$ cat config.mk
export PLATFORM = sky130hd
export DESIGN_NAME = vs_fp_dot
export DESIGN_NICKNAME = d
export VERILOG_FILES = /design/src/rtl/vs_fp_dot.sv
export SDC_FILE = /design/constraint.sdc
export NUM_CORES = 2
export LEC_CHECK = 0
export ABC_AREA = 1
export BUFFER_PORTS_ARGS = -buffer_cell sky130_fd_sc_hd__buf_2
export CAP_MARGIN = 20
export CORE_UTILIZATION = 60
export DETAILED_ROUTE_END_ITERATION = 10
export PLACE_DENSITY_LB_ADDON = 0.25
export SLEW_MARGIN = 20
export SYNTH_ARGS = -nofsm -noshare
export SYNTH_HDL_FRONTEND = slang
export SYNTH_SLANG_ARGS = --single-unit
$ cat constraint.sdc
create_clock -name clock -period 6.9 [get_ports clock]
set_clock_uncertainty 0.2 [all_clocks]
set_input_delay 1.38 -clock clock [delete_from_list [all_inputs] [get_ports clock]]
set_output_delay 1.38 -clock clock [all_outputs]
set_load 0.02 [all_outputs]
$ cat src/rtl/vs_fp_dot.sv
// vs_fp_dot: framed, backpressure-aware signed fixed-point dot product.
// 64-bit wrapping accumulator; the Q-format result is clipped to a symmetric range.
module vs_fp_dot #(
    parameter int Q     = 15,
    parameter int LEN_W = 16
) (
    input  logic             clock,
    input  logic             reset_n,
    input  logic             start,
    input  logic [LEN_W-1:0] length,
    output logic             busy,
    input  logic             in_valid,
    output logic             in_ready,
    input  logic [31:0]      a_in,
    input  logic [31:0]      b_in,
    output logic             out_valid,
    input  logic             out_ready,
    output logic [31:0]      result,
    output logic             overflow
);

    typedef enum logic [1:0] {IDLE, ACCUM, DONE} state_t;

    typedef struct packed {
        logic [31:0] value;
        logic        clipped;
    } sat_t;

    // Symmetric limits: the most negative code 0x80000000 is never produced.
    localparam logic signed [63:0] POS_LIM = 64'sh0000_0000_7FFF_FFFF;
    localparam logic signed [63:0] NEG_LIM = -POS_LIM;

    state_t             state;
    logic signed [63:0] acc;
    logic signed [63:0] product;
    logic signed [63:0] acc_sum;
    logic signed [63:0] scaled;
    logic [LEN_W-1:0]   count;
    logic               beat;
    sat_t               final_q;

    assign beat = in_valid & in_ready;

    always_comb begin
        // NOTE: every output of this block is assigned up front so no path
        // leaves a variable holding its old value, which would infer a latch.
        product = $signed({{32{a_in[31]}}, a_in}) * $signed({{32{b_in[31]}}, b_in});
        acc_sum = acc + product;
        scaled  = acc_sum >>> Q;
        final_q = '{value: scaled[31:0], clipped: 1'b0};
        if (scaled > POS_LIM) begin
            final_q = '{value: 32'h7FFF_FFFF, clipped: 1'b1};
        end else if (scaled < NEG_LIM) begin
            final_q = '{value: 32'h8000_0001, clipped: 1'b1};
        end
    end

    // NOTE: state updates use non-blocking assignments so every register
    // samples pre-edge values, independent of statement order.
    always_ff @(posedge clock or negedge reset_n) begin
        if (!reset_n) begin
            state     <= IDLE;
            acc       <= '0;
            count     <= '0;
            busy      <= 1'b0;
            in_ready  <= 1'b0;
            out_valid <= 1'b0;
            result    <= '0;
            overflow  <= 1'b0;
        end else begin
            case (state)
                IDLE: begin
                    if (start) begin
                        busy <= 1'b1;
                        if (length != '0) begin
                            acc      <= '0;
                            count    <= length;
                            in_ready <= 1'b1;
                            state    <= ACCUM;
                        end else begin
                            result    <= '0;
                            overflow  <= 1'b0;
                            out_valid <= 1'b1;
                            state     <= DONE;
                        end
                    end
                end

                ACCUM: begin
                    if (beat) begin
                        acc   <= acc_sum;
                        count <= count - LEN_W'(1);
                        // The last beat converts the updated sum, not the stale register.
                        if (count == LEN_W'(1)) begin
                            result    <= final_q.value;
                            overflow  <= final_q.clipped;
                            in_ready  <= 1'b0;
                            out_valid <= 1'b1;
                            state     <= DONE;
                        end
                    end
                end

                DONE: begin
                    if (out_ready) begin
                        out_valid <= 1'b0;
                        busy      <= 1'b0;
                        state     <= IDLE;
                    end
                end

                default: begin
                    in_ready  <= 1'b0;
                    out_valid <= 1'b0;
                    busy      <= 1'b0;
                    state     <= IDLE;
                end
            endcase
        end
    end

endmodule

After elaboration in Yosys (flattened, before gate mapping) --
Cells that the tools add are included.
Word-level totals: bits in registers 118, input port bits 85, logic and storage cells 73
Operators by class: $add $sub $neg 2, $mul 1, magnitude comparators 2, equality and inequality tests 9, multiplexer cells 39, bitwise operators 3, reductions and logical operators 9
Operators by type and width (count):
- 64-bit two-way mux | 3
- 32-bit two-way mux | 4
- 64-bit one-hot mux with 2 select lines | 1
- 33-bit two-way mux | 2
- 64-bit adder | 1
- 32-bit by 32-bit multiplier with 64-bit output | 1
- 32-bit one-hot mux with 2 select lines | 1
- 49-bit by 32-bit greater-than comparator with 1-bit output (second input constant) | 1
- 49-bit by 32-bit < comparator with 1-bit output (second input constant) | 1
- 16-bit two-way mux | 3
- 16-bit one-hot mux with 2 select lines | 1
- 16-bit by 1-bit == test with 1-bit output (second input constant) | 1
- 16-bit nonzero test | 1
- 16-bit by 1-bit subtractor with 16-bit output (second input constant) | 1
- 5-bit AND reduction | 3
- 1-bit two-way mux | 14
- 2-bit != test (second input constant) | 6
- 2-bit two-way mux | 5
- 1-bit one-hot mux with 3 select lines | 3
- 4-bit AND reduction | 2
- 2-bit one-hot mux with 3 select lines | 1
- 3-bit AND reduction | 1
- 2-bit by 1-bit == test with 1-bit output (second input constant) | 1
- 2-bit == test (second input constant) | 1
- 5 further kinds | 6

Depth between registers and ports, before layout --
depth after elaboration 8, gate-level depth with buffers 44

Worst setup path before layout --
OpenSTA, ideal clock, no wires.
path type input to register, start input a_in[31], end register result[25], arrival time 9279 ps, path slack -2696 ps, stages 36, cell sequence clkbuf_1 nand2_1 fa_1 inv_1 fa_1 fa_1 inv_1 fa_1 inv_1 fa_1 fa_1 fa_1 inv_1 fa_1 inv_1 ha_1 nand2_1 inv_1 a21oi_1 inv_1 a21boi_2 nand2_1 nand3b_1 nand2_1 nand2_1 nor2_1 nand2_1 o21bai_1 nand2_1 nand2_2 nand3_4 buf_6 nand2_1 nand2_1 nand2_1 nand2_1
On the way: longest elaborated chain between the ends 8
RTL lines:
- start, declared | RTL line 14 | input logic [31:0] a_in,
- 32-bit by 32-bit multiplier with 64-bit output (*) | RTL line 47 | product = $signed({{32{a_in[31]}}, a_in}) * $signed({{32{b_in[31]}}, b_in});
- 64-bit adder (*) | RTL line 48 | acc_sum = acc + product;
- 49-bit by 32-bit < comparator with 1-bit output | RTL line 53 | end else if (scaled < NEG_LIM) begin
- 33-bit two-way mux | RTL line 53
- 33-bit two-way mux (*) | RTL line 51 | if (scaled > POS_LIM) begin
- 32-bit two-way mux (*) | RTL line 94 | if (count == LEN_W'(1)) begin
- 32-bit two-way mux (*) | RTL line 90 | if (beat) begin
- 32-bit one-hot mux with 2 select lines (*) | RTL line 71 | case (state)
- end signal, assigned | RTL line 95 | result <= final_q.value;
- end, declared | RTL line 18 | output logic [31:0] result,
Mark *: on every way between the ends. The rest lies on a longest branch, timed or not. The select of a mux whose other input is x is not followed. A chain may end at the register's enable or synchronous reset.

Worst setup path in the final report --
start input b_in[2], end register result[13]
On the way: longest elaborated chain between the ends 8
RTL lines:
- start, declared | RTL line 15 | input logic [31:0] b_in,
- 32-bit by 32-bit multiplier with 64-bit output (*) | RTL line 47
- 64-bit adder (*) | RTL line 48
- 49-bit by 32-bit < comparator with 1-bit output | RTL line 53
- 33-bit two-way mux | RTL line 53
- 33-bit two-way mux (*) | RTL line 51
- 32-bit two-way mux (*) | RTL line 94
- 32-bit two-way mux (*) | RTL line 90
- 32-bit one-hot mux with 2 select lines (*) | RTL line 71
Marks and branches as above.

==> summary.md <==
| Metric | Value |
|---|---|
| Crit path required time | `7.09 ns` |
| Ports | `121` |
| Mapped Nets | `7702` |
| Max-slew violation count | `0` |
| Setup tns final | `-103.61 ns` |
| R2R Path Start | `acc[30]` |
| Post-Synthesis Cells | `6187` |
| Max cap viols | `0` |
| Met3 Wirelength | `11.9 mm` |
| Area delta synth->final | `22.9%` |
| Hold Buf Count CTS | `0` |
| Gr ovfl total | `0` |
| Die Y | `286 microns` |
| CP Capture Type | `flop` |
| Worst-path cell with the longest stage delay | `fa_2` |
| Yosys reg bits | `118` |
| Period Utilization, post-route | `127%` |
| Hold depth | `2` |
| GRT Total Usage | `36.2%` |
| Starting Density | `60.9%` |
| DIE WIDTH | `between 200 and 300 microns` |
| Antenna viol nets, final | `0` |
| Drt total wl | `141 mm` |
| Critical path type | `in2reg` |
| DIE AREA | `slightly above 80000 sq um` |
| CTS clk-pin slew, worst paths | `0.07 ns` |
| Met2 wire length | `68.4 mm` |
| WL met1 | `56.6 mm` |
| Most frequent cells in the layout | `inv_1, nand2_1, fa_1` |
| Synth top area cells | `fa_1, inv_1, nand2_1` |
| CP dominant cell by count | `fa_1` |
| Most common cell after layout, fill and taps aside | `inv_1` |
| RD Place Congestion | `between 0.9 and 1` |
| Per-cell routed wire length | `around 18 microns` |
| FF-to-FF path depth | `36` |
| YS warnings | `0` |
| Largest net degree at the start of global routing | `75` |
| Syn Std Cell Area | `48400 sq um` |
| Worst skew pair latency | `about 0.46 ns` |
| Worst Hold Class | `reg2reg` |
| HP Start | `result[20]` |
| Final hold vios | `0` |
| Avg Inst Size Synth | `7.82 sq um` |
| CP peak stage delay | `0.57 ns` |
| CTS Sinks | `118` |
| DR vias/cell | `5.20` |
| Vias in the first global route | `between 40000 and 50000` |
| Critical R2R Capture | `result[16]` |
| H-tree levels | `4` |
| Top cell type's share of synthesized area | `50.1%` |
| Num CTS Buffers | `17` |
| Setup violators final | `84` |
| DR top layer | `met5` |
| CP max FO | `15` |
| Status | `complete, but fails checks` |
| Core Rows | `103` |
| Clock root buffer | `clkbuf_16` |
| Setup ws final | `-1.85 ns` |
| Layout Nets | `8283` |
| Flop2flop setup slack | `-0.77 ns` |
| Share of cells above drive strength 1 | `21.8%` |
| RSZ-0062 raised after global routing | `yes` |
| Max-Slew Margin vs Limit | `36.3%` |
| Worst-margin pin slew | `approximately 0.95 ns` |
| First-pass GRT wire length | `230 mm` |
| Fmax achieved | `114 MHz` |
| DRC Markers | `0` |
| Type of origin of the critical path | `primary input` |
| Routed vias | `40700` |
| I/O Buffers | `120` |
| Hold path endpoint | `result[20]` |
| Antenna violations before repair | `2` |
| Synth unique cells | `49` |
| Worst Path Arrival | `a little under 9 ns` |
| DR iter-0 viols | `3226` |
| CTS tree | `built` |
| Tmin final | `8.75 ns` |
| Detailed Place HPWL | `121 mm` |
| N_diodes | `0` |
| Buffer depth of the longest clock path | `2` |
| Failing checks | `setup timing` |
| Core Area | `79400 sq um` |
| Seq/Total Area, Yosys | `6.10%` |
| Initial DRT Pass Iterations | `7` |
| Yosys top cell by area | `fa_1` |
-- cells in the mapped netlist (all sizes together) --
library cell / instances
inv: 2039
nand2: 1780
fa: 1210
ha: 220
clkbuf: 211
nor2: 183
dfrtp: 118
nand3: 99
o21ai: 76
a21oi: 70
o22ai: 37
xor2: 24
nand4: 21
nor3: 14
xnor2: 13
buf: 12
nand3b: 10
nor4: 9
or2: 9
o21bai: 7
a31oi: 4
and2: 3
a22o: 2
a2bb2oi: 2
clkinv: 2
nand2b: 2
o31ai: 2
a211oi: 1
a21boi: 1
a22oi: 1
and3: 1
mux2i: 1
o211ai: 1
o21a: 1
o221ai: 1
-- registers in the layout (all words and copies together) (netlist names) --
register / cells
result: 32
acc: 64
busy: 1
in_ready: 1
overflow: 1
count: 16
out_valid: 1
state: 2
-- cell type report --
| class | instances | area, sq um |
|---|---|---|
| Clock buffer | 17 | 425 |
| Clock inverter | 15 | 206 |
| Fill cell | 5849 | 19900 |
| Inverter | 2041 | 7680 |
| Multi-Input combinational cell | 3806 | 39900 |
| Sequential cell | 118 | 2950 |
| Tap cell | 1050 | 1310 |
| Timing Repair Buffer | 784 | 6910 |
-- how the worst max path moves through the flow --
stage | start | to | slack [ns] | cells past startpoint
3_3_place_gp | a_in[31] | result[13] | -2.54 | 41
2_1_floorplan | a_in[31] | result[0] | -1.96 | 39
3_5_place_dp | a_in[31] | overflow | -2.55 | 38
5_1_grt | a_in[31] | result[25] | -2.11 | 41
4_1_cts | a_in[31] | result[2] | -1.80 | 41
6_report | b_in[2] | result[13] | -1.85 | 40
-- worst max-delay path: cells and delay by family --
| kind | cells | cell delay (ns) |
|---|---|---|
| adders and majority gates | 9 | 4.48 |
| and+or+nand+nor | 20 | 2.04 |
| buffers and inverters | 11 | 1.02 |
-- per-layer routing --
metal  track usage [%]  vias up
met4              9.13        2
met3              5.54      316
met5                 0        -
met1              49.9    20500
li1                  -    18200
met2              60.4     1738
-- kinds of logic after synthesis --
logic type,synth area share (%)
AO/OA/AOI/OAI,2.36
XOR/XNOR,0.670
adder cells (fa/ha/maj),55.8
buffers and inverters,17.6
flip-flops,6.10
multiplexers,0.0207
AND/OR/NAND/NOR,17.4
-- per-stage QoR --
| stage | util, % | cell area [sq um] | hold WS, ns | instances | setup slack [ns] |
|---|---|---|---|---|---|
| floorplan | - | 50600 | 0.253 | 6187 | -1.96 |
| global placement | 70.8 | 56200 | 0.257 | 7737 | -2.54 |
| detailed placement | 70.8 | 56200 | 0.259 | 7737 | -2.55 |
| CTS | 73.3 | 58200 | 0.282 | 7806 | -1.80 |
| global route | 74.9 | 59400 | 0.293 | 7831 | -2.11 |
| finish | 74.9 | 59400 | 0.278 | 7831 | -1.85 |
-- timing repair --
item                       CTS  global route
setup endpoints to repair   87            87
gates cloned                 7             3
buffers inserted            31            29
resized for setup          256           314
pin swaps                   56           162
Power is left out: the tool's default activity adds up to more than one toggle a clock period on the data nets, which glitch-free logic cannot reach.
